===== src/rtl/fetch_predict_unit.sv =====
// ---------------------------------------------------------------------------
// fetch_predict_unit
//   Fetch-side PC sequencer for the 5-stage RV32I pipeline. It owns the
//   F-stage PC and the F/D PC/valid register, and it holds a 2-bit branch
//   history table (BHT) that is read in D and trained from E.
//
// Ports
//   clk, rst_n      clock and asynchronous active-low reset
//   stall           D-stage data hazard: hold F and D
//   cannot_predict  D target not computable this cycle: fetch sequentially
//   d_is_branch     D holds a conditional branch
//   d_is_jump       D holds jal/jalr
//   d_target        D-computed target (bits [1:0] ignored)
//   e_valid/e_pc/e_taken   E-stage branch resolution, trains the BHT
//   e_mispredict/e_correct_pc   E-stage redirect (bits [1:0] ignored)
//   pcF             instruction memory fetch address
//   pcD, validD     PC and valid flag of the instruction in D
//   predict_takenD  D-stage prediction, carried down to E
// ---------------------------------------------------------------------------
module fetch_predict_unit #(
  parameter logic [31:0] RESET_PC = 32'h0000_0000,
  parameter int          IDX_BITS = 6
) (
  input  logic        clk,
  input  logic        rst_n,
  input  logic        stall,
  input  logic        cannot_predict,
  input  logic        d_is_branch,
  input  logic        d_is_jump,
  input  logic [31:0] d_target,
  input  logic        e_valid,
  input  logic [31:0] e_pc,
  input  logic        e_taken,
  input  logic        e_mispredict,
  input  logic [31:0] e_correct_pc,
  output logic [31:0] pcF,
  output logic [31:0] pcD,
  output logic        validD,
  output logic        predict_takenD
);

  localparam int ENTRIES = 1 << IDX_BITS;

  logic [31:0] pc_f_q, pc_f_d;
  logic [31:0] pc_d_q, pc_d_d;
  logic        valid_d_q, valid_d_d;

  logic [1:0]          bht_q [ENTRIES];
  logic [IDX_BITS-1:0] rd_idx;
  logic [IDX_BITS-1:0] wr_idx;
  logic                bht_taken;

  // Address bits that never reach the table or the word-aligned PC.
  logic unused_addr_bits;
  assign unused_addr_bits = ^{e_pc[31:IDX_BITS+2], e_pc[1:0],
                              d_target[1:0], e_correct_pc[1:0]};

  assign rd_idx    = pc_d_q[IDX_BITS+1:2];
  assign wr_idx    = e_pc[IDX_BITS+1:2];
  // Read is the registered value: a same-cycle E update is not bypassed.
  assign bht_taken = bht_q[rd_idx][1];

  assign predict_takenD = valid_d_q & ~cannot_predict &
                          (d_is_jump | (d_is_branch & bht_taken));

  always_comb begin
    pc_f_d    = pc_f_q;
    pc_d_d    = pc_d_q;
    valid_d_d = valid_d_q;
    if (e_mispredict) begin
      // D holds a wrong-path instruction, so this wins over stall.
      pc_f_d    = {e_correct_pc[31:2], 2'b00};
      valid_d_d = 1'b0;
    end else if (stall) begin
      pc_f_d    = pc_f_q;
    end else if (predict_takenD) begin
      // The fall-through fetch moving into D is squashed.
      pc_f_d    = {d_target[31:2], 2'b00};
      pc_d_d    = pc_f_q;
      valid_d_d = 1'b0;
    end else begin
      pc_f_d    = pc_f_q + 32'd4;
      pc_d_d    = pc_f_q;
      valid_d_d = 1'b1;
    end
  end

  always_ff @(posedge clk or negedge rst_n) begin
    if (!rst_n) begin
      pc_f_q    <= RESET_PC;
      pc_d_q    <= 32'h0000_0000;
      valid_d_q <= 1'b0;
    end else begin
      pc_f_q    <= pc_f_d;
      pc_d_q    <= pc_d_d;
      valid_d_q <= valid_d_d;
    end
  end

  // Saturating 2-bit counters, reset to weakly not-taken.
  always_ff @(posedge clk or negedge rst_n) begin
    if (!rst_n) begin
      for (int i = 0; i < ENTRIES; i++) begin
        bht_q[i] <= 2'b01;
      end
    end else if (e_valid) begin
      if (e_taken) begin
        if (bht_q[wr_idx] != 2'b11) bht_q[wr_idx] <= bht_q[wr_idx] + 2'b01;
      end else begin
        if (bht_q[wr_idx] != 2'b00) bht_q[wr_idx] <= bht_q[wr_idx] - 2'b01;
      end
    end
  end

  assign pcF    = pc_f_q;
  assign pcD    = pc_d_q;
  assign validD = valid_d_q;

endmodule


===== config.mk =====
export PLATFORM = sky130hd
export DESIGN_NAME = fetch_predict_unit
export DESIGN_NICKNAME = d
export VERILOG_FILES = /design/src/rtl/fetch_predict_unit.sv
export SDC_FILE = /design/constraint.sdc
export NUM_CORES = 1
export LEC_CHECK = 0
export BUFFER_PORTS_ARGS = -buffer_cell sky130_fd_sc_hd__buf_4
export CAP_MARGIN = 20
export CORE_ASPECT_RATIO = 1.25
export CORE_MARGIN = 8
export CORE_UTILIZATION = 59
export CTS_BUF_LIST = sky130_fd_sc_hd__clkbuf_2 sky130_fd_sc_hd__clkbuf_4 sky130_fd_sc_hd__clkbuf_8
export CTS_CLUSTER_DIAMETER = 100
export DETAILED_ROUTE_END_ITERATION = 12
export GPL_TIMING_DRIVEN = 0
export PLACE_DENSITY = 0.85
export SYNTH_ARGS = -nofsm -noshare
export SYNTH_HDL_FRONTEND = slang
export SYNTH_SLANG_ARGS = --single-unit

===== constraint.sdc =====
create_clock -name clk -period 4.1 [get_ports clk]
set_input_delay 0.205 -clock clk [delete_from_list [all_inputs] [get_ports clk]]
set_output_delay 0.205 -clock clk [all_outputs]
set_load 0.01 [all_outputs]

==> results.yml <==
route:
  via_count: 9281
  wire_per_inst_um: 24.67
  drtPass1Iterations: 7
  ant_nets: 0
  drt_iter0_drc: 1021
  drc_errors: 0
  wl_um: 34790
  via_per_inst: 6.582
yosys:
  yosys.area_share.xor_xnor_pct: 2.356
  syn_inst: 968
  syn_area_per_cell_um2: 11.14
  netlist_area_mm2: 0.01078
  ys.warnings.count: 0
  synth_flop_cell: "dfrtp_1"
  synth_compound_gate_area_share_pct: 9.922
  netlist.area_leader.share_pct: 29.01
  synth_top_family_by_area: "multiplexers"
  synthTopCellsByArea: "dfrtp_1, mux2_2, dfstp_2, mux4_2, nor2_1"
  synth_cell_type_count: 70
  yosysTopAreaCell: "dfrtp_1"
  async_flop_share_pct: 100.0
  synthAdderAreaFrac_pct: 0.3481
  seq_area_frac_synth_pct: 44.61
  synthSimpleGateAreaFrac_pct: 12.60
  synth_edf_count: 0
  yosys-mux-area-fraction_pct: 25.77
  ys_seq_elements: 189
setup_path:
  startpoint_type: "primary input"
  critPathKind: "primary input to register"
  crit_buf_inv: 5
  crit_chain: "buf_6 > buf_4 > buf_4 > clkbuf_4 > buf_2 > nor2_1 > a221oi_1 > nor2_1 > o21ai_0 > nor4bb_1 > nand3_1 > ha_1 > mux2i_1 > nand2_1 > nor2_2 > nand3_2 > or2_2 > mux2_2"
  worst-path-max-fanout: 10
  crit_arrival_ns: 4.45
  end_kind: "register"
  cp.required_ns: 4.47
  worst_path_max_delay_cell: "or2_2"
  cp_slowest_stage_delay_ns: 0.41
  critical-path-top-delay-family: "simple AND/OR/NAND/NOR gates"
floorplan:
  row_count: 55
  die-area_mm2: 0.02288
  die_x_um: 136.9
  die_h_um: 167.1
  io_pins: 171
  start_util_pct: 59.80
  coreArea_mm2: 0.01803
cells_and_area:
  nFillCells: 1223
  layout.nets: 1277
  diodes: 0
  final_util_pct: 72.41
  syn_to_final_growth_pct: 21.10
  drive_above_1_share_pct: 41.12
grt:
  grt_overflow_total: 0
  antenna_found_initial: 0
  globalRouteTotalUtil_pct: 31.01
  busiest_layer: "met2"
  grt_start_max_net_pins: 120
  met2_usage_pct: 50.52
  use_met3_pct: 8.653
  grt_pass1_wl_um: 54990
  grt_use_met1_pct: 36.48
  grt_pass1_vias: 9824
min_path:
  hp-class: "primary input to register"
clocking:
  worst_setup_hold_path_clk_slew_ns: 0.10
  postCtsSetupBuffers: 0
  numCtsBuffers: 17
  cts.sinks: 189
  insertion_delay_ns: 0.49
  tritoncts: "done"
  root_buffer: "clkbuf_8"
  htreeDepth: 4
  clockBufferDepth: 2
sta:
  slew_headroom_pct: 26.40
  period_minus_slack_ns: 4.080
  tightest_slew_ns: 1.095
  maxSlewViolCount: 0
  finalClockSkew_ns: 0.01804
  max_freq_mhz: 245.1
  fin_tns_setup_ns: 0
  fin_crit_sh_pct: 99.50
  finalHoldViolCount: 0
  rsz0062_at_grt: "true"
  final-setup-viol-count: 0
placed_design:
  place_congestion: 0.9670
  io_buffer_count: 129
  dp_hpwl_um: 24090
power_and_ir_drop:
  vdd_ir_drop_max_mv: 0.2446
  power_density_mw_per_mm2: 409.1
  leakage_nw: 5.545
run:
  cap_violations: 0
status:
  status: "complete, no violations"
## flip-flops by register name (all words and copies together), names as in the netlist
signal	count
bht_q	128
pcD	30
pcF	30
validD	1
## Yosys cell counts, drive strengths merged, types with 3 or more instances
cell type  number
buf            30
a311o           6
o22ai           5
or3             4
or2             5
dfrtp         125
nor2          102
nor3           10
nor4            9
mux2          169
a22oi           5
xor2            8
o311ai          9
xnor2          21
ha              3
clkbuf         51
nand4          14
o21ai          15
and3            8
nor2b          10
a22o            4
dfstp          64
a21oi          29
mux2i          23
mux4           27
o2111ai        22
and2            5
o2bb2ai         3
a221oi          4
nand2          83
nand3b          5
nand3          26
o211ai         18
a311oi          3
inv            13
## metal layers
metal / share of wire [%] / vias to the layer above / routed length (µm)
met5: 0 / - / 0
met2: 49 / 627 / 16990
met4: 5.0 / 0 / 1751
met3: 10 / 164 / 3546
li1: - / 3956 / -
met1: 36 / 4534 / 12500
## path summary, 6_finish.rpt
| path | from | to | slack (ns) | cells past startpoint |
|---|---|---|---|---|
| max | e_pc[2] | bht_q[99] | 0.02 | 18 |
| max reg2reg | bht_q[114] | bht_q[99] | 0.10 | 14 |
| min in group asynchronous | rst_n | bht_q[85] | 0.27 | 2 |
| max in group asynchronous | rst_n | pcD[28] | 2.88 | 3 |
| min reg2reg | pcD[27] | pcD[27] | 0.51 | 1 |
| min | d_target[17] | pcF[17] | 0.009 | 3 |
## cells in the final DEF (no fill, tap or decap), drive strengths merged, types with 6 or more instances in the layout
cell type / Yosys / layout
xor2: 8 / 8
mux4: 27 / 27
o211ai: 18 / 18
nor2: 102 / 102
mux2i: 23 / 23
clkbuf: 51 / 78
nand2: 83 / 83
a21oi: 29 / 29
dfrtp: 125 / 125
dfstp: 64 / 64
nand4: 14 / 14
dlygate4sd3: 0 / 48
nor3: 10 / 10
xnor2: 21 / 21
nor2b: 10 / 10
nor4: 9 / 9
o2111ai: 22 / 22
a311o: 6 / 6
o311ai: 9 / 9
inv: 13 / 13
nand3: 26 / 26
mux2: 169 / 169
and3: 8 / 8
o21ai: 15 / 15
buf: 30 / 159
## cells by family (layout without fill, tap and decap cells)
| group | after synthesis | after routing |
|---|---|---|
| other | 1 | 4 |
| muxes | 219 | 219 |
| buffers and inverters | 94 | 305 |
| adders and majority gates | 3 | 3 |
| AOI/OAI and AO/OA | 142 | 142 |
| xor gates and xnor gates | 29 | 29 |
| and+or+nand+nor | 291 | 291 |
| DFF | 189 | 189 |
## worst register-to-register path, cell delays in order, from the launching register on
cell and delay, ns:
dfstp_2 0.57, mux2i_1 0.07, mux4_2 0.48, o21ai_1 0.21
o211ai_1 0.12, or4_4 0.46, buf_6 0.17, buf_6 0.15
ha_1 0.17, mux2i_1 0.19, nand2_1 0.09, nor2_2 0.24
nand3_2 0.29, or2_2 0.41, mux2_2 0.28
## report_power, final
| part | internal, mW | total [mW] | switching (mW) |
|---|---|---|---|
| Sequential | 2.25 | 2.52 | 0.271 |
| Combinational | 0.763 | 1.54 | 0.774 |
| Clock | 0.612 | 1.28 | 0.671 |
| Total | 3.62 | 5.34 | 1.72 |
## per-stage QoR
| step | total power [mW] | instances | cell area [µm²] | hold WS (ns) | setup slack (ns) |
|---|---|---|---|---|---|
| final | 5.341 | 1410 | 13060 | 0.009032 | 0.02034 |
| after global routing | 5.535 | 1410 | 13060 | 0.01719 | -0.06503 |
| after CTS | 5.283 | 1409 | 12960 | 0.001256 | 0.0002944 |
| after detailed placement | 3.976 | 1330 | 12090 | 0.2047 | -0.8795 |
| after global placement | 3.917 | 1328 | 12050 | 0.4368 | -0.8138 |
| after floorplan | 3.367 | 971 | 10790 | -0.09059 | 0.5736 |
## cell type report
class                           instances  area (µm²)  area share, %
Buffer                                 81       426.7          3.268
Timing Repair Buffer                  179        1489          11.40
Tap cell                              228       285.3          2.185
Inverter                               13       48.80         0.3737
Sequential cell                       189        4810          36.84
Clock inverter                          7       90.09         0.6900
Multi-Input combinational cell        688        5600          42.89
Clock buffer                           25       306.5          2.348
## what timing repair did
item                                    CTS  global route
endpoints found under the setup margin  127           127
resized for setup                         3            30
hold endpoints to repair                 68             1
pin swaps                                 0             0
hold buffers                             47             1
Power figures use the tool's default switching activity.
